==> src/rtl/riot_pkg.sv <==
// Shared constants and bus-access decode for the 6532 timer register front end.
// Used by riot_timer_bus and riot_edge_det.
package riot_pkg;

    typedef enum logic [1:0] {
        C_TIM_0001T = 2'b00,
        C_TIM_0008T = 2'b01,
        C_TIM_0064T = 2'b10,
        C_TIM_1024T = 2'b11
    } tim_mode_e;

    localparam int A_TIM_SEL = 2;
    localparam int A_WR_TIM  = 4;
    localparam int A_IRQ_EN  = 3;
    localparam int A_FLAG    = 0;
    localparam int A_EDG_POL = 0;
    localparam int A_PA7_IE  = 1;

    localparam int TF_BIT = 7;
    localparam int PF_BIT = 6;

    typedef enum logic [2:0] {
        ACC_NONE,
        ACC_TIM_WR,
        ACC_EDG_WR,
        ACC_TIM_RD,
        ACC_FLG_RD
    } acc_e;

    function automatic acc_e decode_access(input logic cs, input logic rw, input logic [4:0] a);
        acc_e acc;
        acc = ACC_NONE;
        if (cs && a[A_TIM_SEL]) begin
            if (!rw)
                acc = a[A_WR_TIM] ? ACC_TIM_WR : ACC_EDG_WR;
            else
                acc = a[A_FLAG] ? ACC_FLG_RD : ACC_TIM_RD;
        end
        return acc;
    endfunction

endpackage

==> src/rtl/riot_edge_det.sv <==
// PA7 synchronizer, history flop and arm counter producing a one-cycle pulse
// on the edge polarity selected by edg (0 = falling, 1 = rising).
module riot_edge_det
    import riot_pkg::*;
#(
    parameter int SYNC_STAGES = 2
) (
    input  logic CLK,
    input  logic RES_N,
    input  logic PA7,
    input  logic edg,
    output logic pulse
);

    logic [SYNC_STAGES-1:0] sync_q;
    logic                   hist_q;
    logic [1:0]             arm_q;
    logic                   sync_out;
    logic                   rise;
    logic                   fall;

    // Synchronizer resets high so a low pin after reset looks like a falling
    // edge; the arm counter masks that until the chain has flushed.
    // NOTE: sequential state uses non-blocking assignments so every flop samples pre-edge values.
    always_ff @(posedge CLK or negedge RES_N) begin
        if (!RES_N) begin
            sync_q <= '1;
            hist_q <= 1'b1;
            arm_q  <= 2'd0;
        end else begin
            sync_q <= {sync_q[SYNC_STAGES-2:0], PA7};
            hist_q <= sync_q[SYNC_STAGES-1];
            if (arm_q != 2'd3)
                arm_q <= arm_q + 2'd1;
        end
    end

    assign sync_out = sync_q[SYNC_STAGES-1];
    assign rise     = !hist_q && sync_out;
    assign fall     = hist_q && !sync_out;
    assign pulse    = (arm_q == 2'd3) && (edg ? rise : fall);

endmodule

==> src/rtl/riot_timer_bus.sv <==
// 6532 interval-timer register front end: bus decode, TF/PF flags and IRQ_N.
// PA7 edge interrupt logic is present only when RIOT_PA7_IRQ_EN is defined.
module riot_timer_bus
    import riot_pkg::*;
#(
    parameter int SYNC_STAGES = 2
) (
    input  logic       CLK,
    input  logic       RES_N,
    input  logic       CS,
    input  logic       RW,
    input  logic [4:0] A,
    input  logic [7:0] DIN,
    output logic [7:0] DOUT,
    input  logic [7:0] TIM_CNT,
    output logic       TIM_WE,
    output logic [1:0] TIM_MODE,
    output logic [7:0] TIM_IN,
    input  logic       PA7,
    output logic       IRQ_N
);

    acc_e acc;
    logic tie_q;
    logic tf_q;
    logic wr_d_q;
    logic [7:0] cnt_prev_q;
    logic underflow;
    logic pf_q;
    logic pie_q;

    assign acc      = decode_access(CS, RW, A);
    assign TIM_WE   = (acc == ACC_TIM_WR);
    assign TIM_MODE = A[1:0];
    assign TIM_IN   = DIN;

    // NOTE: DOUT gets a default before the case so no path leaves it unassigned (no latch).
    always_comb begin
        DOUT = 8'h00;
        case (acc)
            ACC_TIM_RD: DOUT = TIM_CNT;
            ACC_FLG_RD: begin
                DOUT[TF_BIT] = tf_q;
                DOUT[PF_BIT] = pf_q;
            end
            default: DOUT = 8'h00;
        endcase
    end

    // A freshly loaded 8'hFF after a count of 00 is not an underflow.
    assign underflow = (cnt_prev_q == 8'h00) && (TIM_CNT == 8'hFF) && !wr_d_q;

    always_ff @(posedge CLK or negedge RES_N) begin
        if (!RES_N) begin
            tie_q      <= 1'b0;
            tf_q       <= 1'b0;
            wr_d_q     <= 1'b0;
            cnt_prev_q <= 8'h00;
        end else begin
            cnt_prev_q <= TIM_CNT;
            wr_d_q     <= TIM_WE;
            if (acc == ACC_TIM_WR || acc == ACC_TIM_RD)
                tie_q <= A[A_IRQ_EN];
            // Set dominates clear so an underflow during an access is kept.
            tf_q <= underflow || (tf_q && !(acc == ACC_TIM_WR || acc == ACC_TIM_RD));
        end
    end

`ifdef RIOT_PA7_IRQ_EN
    logic edg_q;
    logic pa7_pulse;

    riot_edge_det #(
        .SYNC_STAGES (SYNC_STAGES)
    ) u_edge_det (
        .CLK   (CLK),
        .RES_N (RES_N),
        .PA7   (PA7),
        .edg   (edg_q),
        .pulse (pa7_pulse)
    );

    always_ff @(posedge CLK or negedge RES_N) begin
        if (!RES_N) begin
            edg_q <= 1'b0;
            pie_q <= 1'b0;
            pf_q  <= 1'b0;
        end else begin
            if (acc == ACC_EDG_WR) begin
                edg_q <= A[A_EDG_POL];
                pie_q <= A[A_PA7_IE];
            end
            pf_q <= pa7_pulse || (pf_q && (acc != ACC_FLG_RD));
        end
    end
`else
    logic unused_pa7;
    localparam int UNUSED_SYNC_STAGES = SYNC_STAGES;

    assign unused_pa7 = PA7;
    assign pf_q       = 1'b0;
    assign pie_q      = 1'b0;
`endif

    assign IRQ_N = !((tf_q && tie_q) || (pf_q && pie_q));

endmodule

==> config.mk <==
export PLATFORM = sky130hd
export DESIGN_NAME = riot_timer_bus
export DESIGN_NICKNAME = d
export VERILOG_FILES = /design/src/rtl/riot_pkg.sv /design/src/rtl/riot_edge_det.sv /design/src/rtl/riot_timer_bus.sv
export SDC_FILE = /design/constraint.sdc
export NUM_CORES = 1
export LEC_CHECK = 0
export CAP_MARGIN = 20
export CELL_PAD_IN_SITES_DETAIL_PLACEMENT = 0
export CELL_PAD_IN_SITES_GLOBAL_PLACEMENT = 2
export CORE_MARGIN = 2
export CORE_UTILIZATION = 17
export DETAILED_ROUTE_END_ITERATION = 16
export PLACE_DENSITY_LB_ADDON = 0.1
export SYNTH_ARGS = -nofsm -noshare
export SYNTH_HDL_FRONTEND = slang
export SYNTH_HIERARCHICAL = 1
export SYNTH_SLANG_ARGS = --single-unit
==> constraint.sdc <==
create_clock -name CLK -period 2.56 [get_ports CLK]
set_input_delay 0.64 -clock CLK [delete_from_list [all_inputs] [get_ports CLK]]
set_output_delay 0.64 -clock CLK [all_outputs]
set_load 0.1 [all_outputs]
==> results by group <==
GRT
  – Initial antenna violation count: 0
  – GRT overflow: 0
  – Largest net degree at the start of global routing: 12
  – Number of global-route vias before repair: 414
  – First-pass GRT wire length: 2132 µm
  – Tot GR Track Use: 0.08535

Pwr
  – Total internal power: 0.2861 mW
  – Sequential power share: 0.485
  – PD cells: 431.4 nW/µm²
  – Switching Fraction: 0.2587
  – Maximum VDD drop: 0.0001909 V
  – Gate power share: 0.224
  – Psw: 0.09984 mW
  – Static leakage power: 0.3642 nW
  – Clock power frac: 0.291

CTS
  – Clock transition at the registers of the reported paths: 0.06 ns
  – Setup bufs post-CTS: 0
  – CTS tree: yes
  – Hold_buf cts: 0
  – CTS Buf Count: 3
  – Clock latency on the worst-skew pair: 0.26 ns
  – CTS resizes: 0
  – Clock sinks: 11
  – # H-tree levels: 1
  – Clk root buf: clkbuf_4
  – Longest Clk Path Bufs: 2

Hold path
  – Hold Crit Depth: 1
  – Hold Path Class: flip-flop to flip-flop

Flow run
  – Max-Cap Viols: 0

Layout
  – # diodes: 0
  – Multi-input logic area: 173.9 µm²
  – Layout area overhead: 73.97%
  – Design area: 894.6 µm²
  – Commonest non-fill, non-tap cells in the layout: clkdlybuf4s50_1 (15), dfrtp_1 (11), buf_12 (10), and2_1 (6), buf_4 (4)
  – Final Non-Filler Cells: 99
  – # fillers: 305
  – Util after Layout: 0.3189
  – Nets: 95
  – Most common cell after layout, fill and taps aside: clkdlybuf4s50_1
  – Register area: 275.3 µm²
  – Share of layout cells above drive strength 1: 0.3235

Die
  – Initial Util: 0.1833
  – Row count: 19
  – Die Height: 59 µm
  – Die ar.: 3481 µm²
  – IO Pins: 46
  – Die W: 59 µm
  – Core box area: 2805 µm²

Timing
  – RSZ-0062 raised after global routing: true
  – Post-route minimum period: 2.482 ns
  – WHS: 0.4962 ns
  – Worst Skew: 0.0008787 ns
  – Setup WS post-layout: 0.07763 ns
  – Fmax: 0.4028 GHz
  – Final hold violations: 0
  – Final period util: 0.9697
  – Worst Tran Pin Value: 0.4921 ns
  – Relative slew slack: 0.6709
  – Setup violators final: 0
  – Final Slew Violations: 0

Yosys
  – Synth warn: 6
  – Post-synthesis sequential area ratio: 0.5353
  – Main combinational cell family by area after synthesis: simple AND/OR/NAND/NOR gates
  – Post-Synth Simple-Gate Area: 0.2409
  – Adder-Cell Fraction of Synth Area: 0
  – #FFs+latches synth: 11
  – Post-Syn Area: 514.2 µm²
  – Synth Instances: 45
  – Synth Area in Compound Gates: 0.03650
  – Syn nets: 71
  – Post-Synth XOR/XNOR Area: 0
  – Mean Syn Cell Area: 11.43 µm²
  – Post-synthesis mux area share: 0.04136
  – Yosys cell types: 14

Route
  – Vias: 401
  – Number of remaining DRC errors: 0
  – WL/cell: 13.39 µm
  – Routed vias/inst: 4.051
  – DR pass1 iterations: 2
  – Final ANT Viol Nets: 0
  – Routed WL: 1326 µm
  – DR iter-0 viols: 7

Placement
  – DP Area: 865.8 µm²
  – HPWL Detailed: 1120 µm
  – Post-Place Worst Slack: 0.05090 ns
  – Final Wtd Congestion: 0.6818
  – PortBufs: 26
  – Dpl cells: 95

Run status
  – Status: finished clean

Setup path
  – Max FO, Critical Path: 7
  – WS Path Type: input port to output pin
  – Setup crit end kind: output pin
  – Cells on worst reg2reg path: 3
  – CP arrival: 1.84 ns
  – CP Launch Type: input port
  – Data required, critical path: 1.92 ns
[sequential cells by signal, summed over array words and instances, names as in the netlist]
| register | cells |
|---|---|
| tf_q | 1 |
| wr_d_q | 1 |
| tie_q | 1 |
| cnt_prev_q | 8 |
[final cells by class]
class                      instances  share of cell area
clock buffer                       4             0.02937
multi-input combinational         24              0.1944
sequential                        11              0.3077
tap                               31             0.04336
timing repair buffer              29              0.4252
[synthesized netlist by cell type]
cell type,n,area [µm²]
dfrtp_1,11,275.3
nor3b_1,3,22.52
or4_4,1,11.26
nand3_1,1,5.000
mux2_1,1,11.26
nand2_1,3,11.26
a32o_1,1,10.01
a211o_1,1,8.760
nor2_1,3,11.26
and2_1,7,43.79
nand4_1,1,6.260
mux2i_1,1,10.01
nor4_2,1,12.51
buf_4,10,75.07
[worst max-delay path: stages]
cell	delay, ns
clkdlybuf4s50_1	0.47
nand3_1	0.11
nor2_1	0.10
buf_4	0.15
and2_1	0.18
buf_12	0.18
[kinds of logic after synthesis]
group | Yosys count
buffers and inverters | 10
muxes | 2
AOI/OAI and AO/OA | 2
and+or+nand+nor | 20
DFF | 11
[worst paths after layout]
kind / startpoint / to / slack (ns)
setup / recovery: CS / DOUT[3] / 0.08
hold reg to reg: tie_q / tie_q / 0.50
max in group asynchronous: RES_N / cnt_prev_q[7] / 1.52
setup reg to reg: cnt_prev_q[3] / tf_q / 1.24
hold / removal: tie_q / tie_q / 0.50
min in group asynchronous: RES_N / cnt_prev_q[0] / 0.71
[power by group through the flow]
stage                     Clock (mW)  Combinational (mW)  Sequential (mW)
after floorplan                    0               0.103            0.190
after global placement             0              0.0878            0.191
after detailed placement           0              0.0875            0.191
after CTS                      0.120              0.0879            0.187
after global routing           0.128              0.0921            0.189
final                          0.112              0.0866            0.187
[metal layers]
metal  share of wire  GRT usage  vias up
li1                -          -      190
met1            0.35    0.09290      178
met2            0.49     0.1333       31
met3            0.15    0.06769        2
met4          0.0030    0.01299        0
met5               0          0        -
[through the flow]
stage	setup TNS, ns	total power, mW
6_report	0	0.3859
5_1_grt	-0.08227	0.4084
4_1_cts	0	0.3956
3_5_place_dp	0	0.2782
3_3_place_gp	0	0.2785
2_1_floorplan	-0.01467	0.2928
No activity file was read; power rests on OpenSTA's default activity.
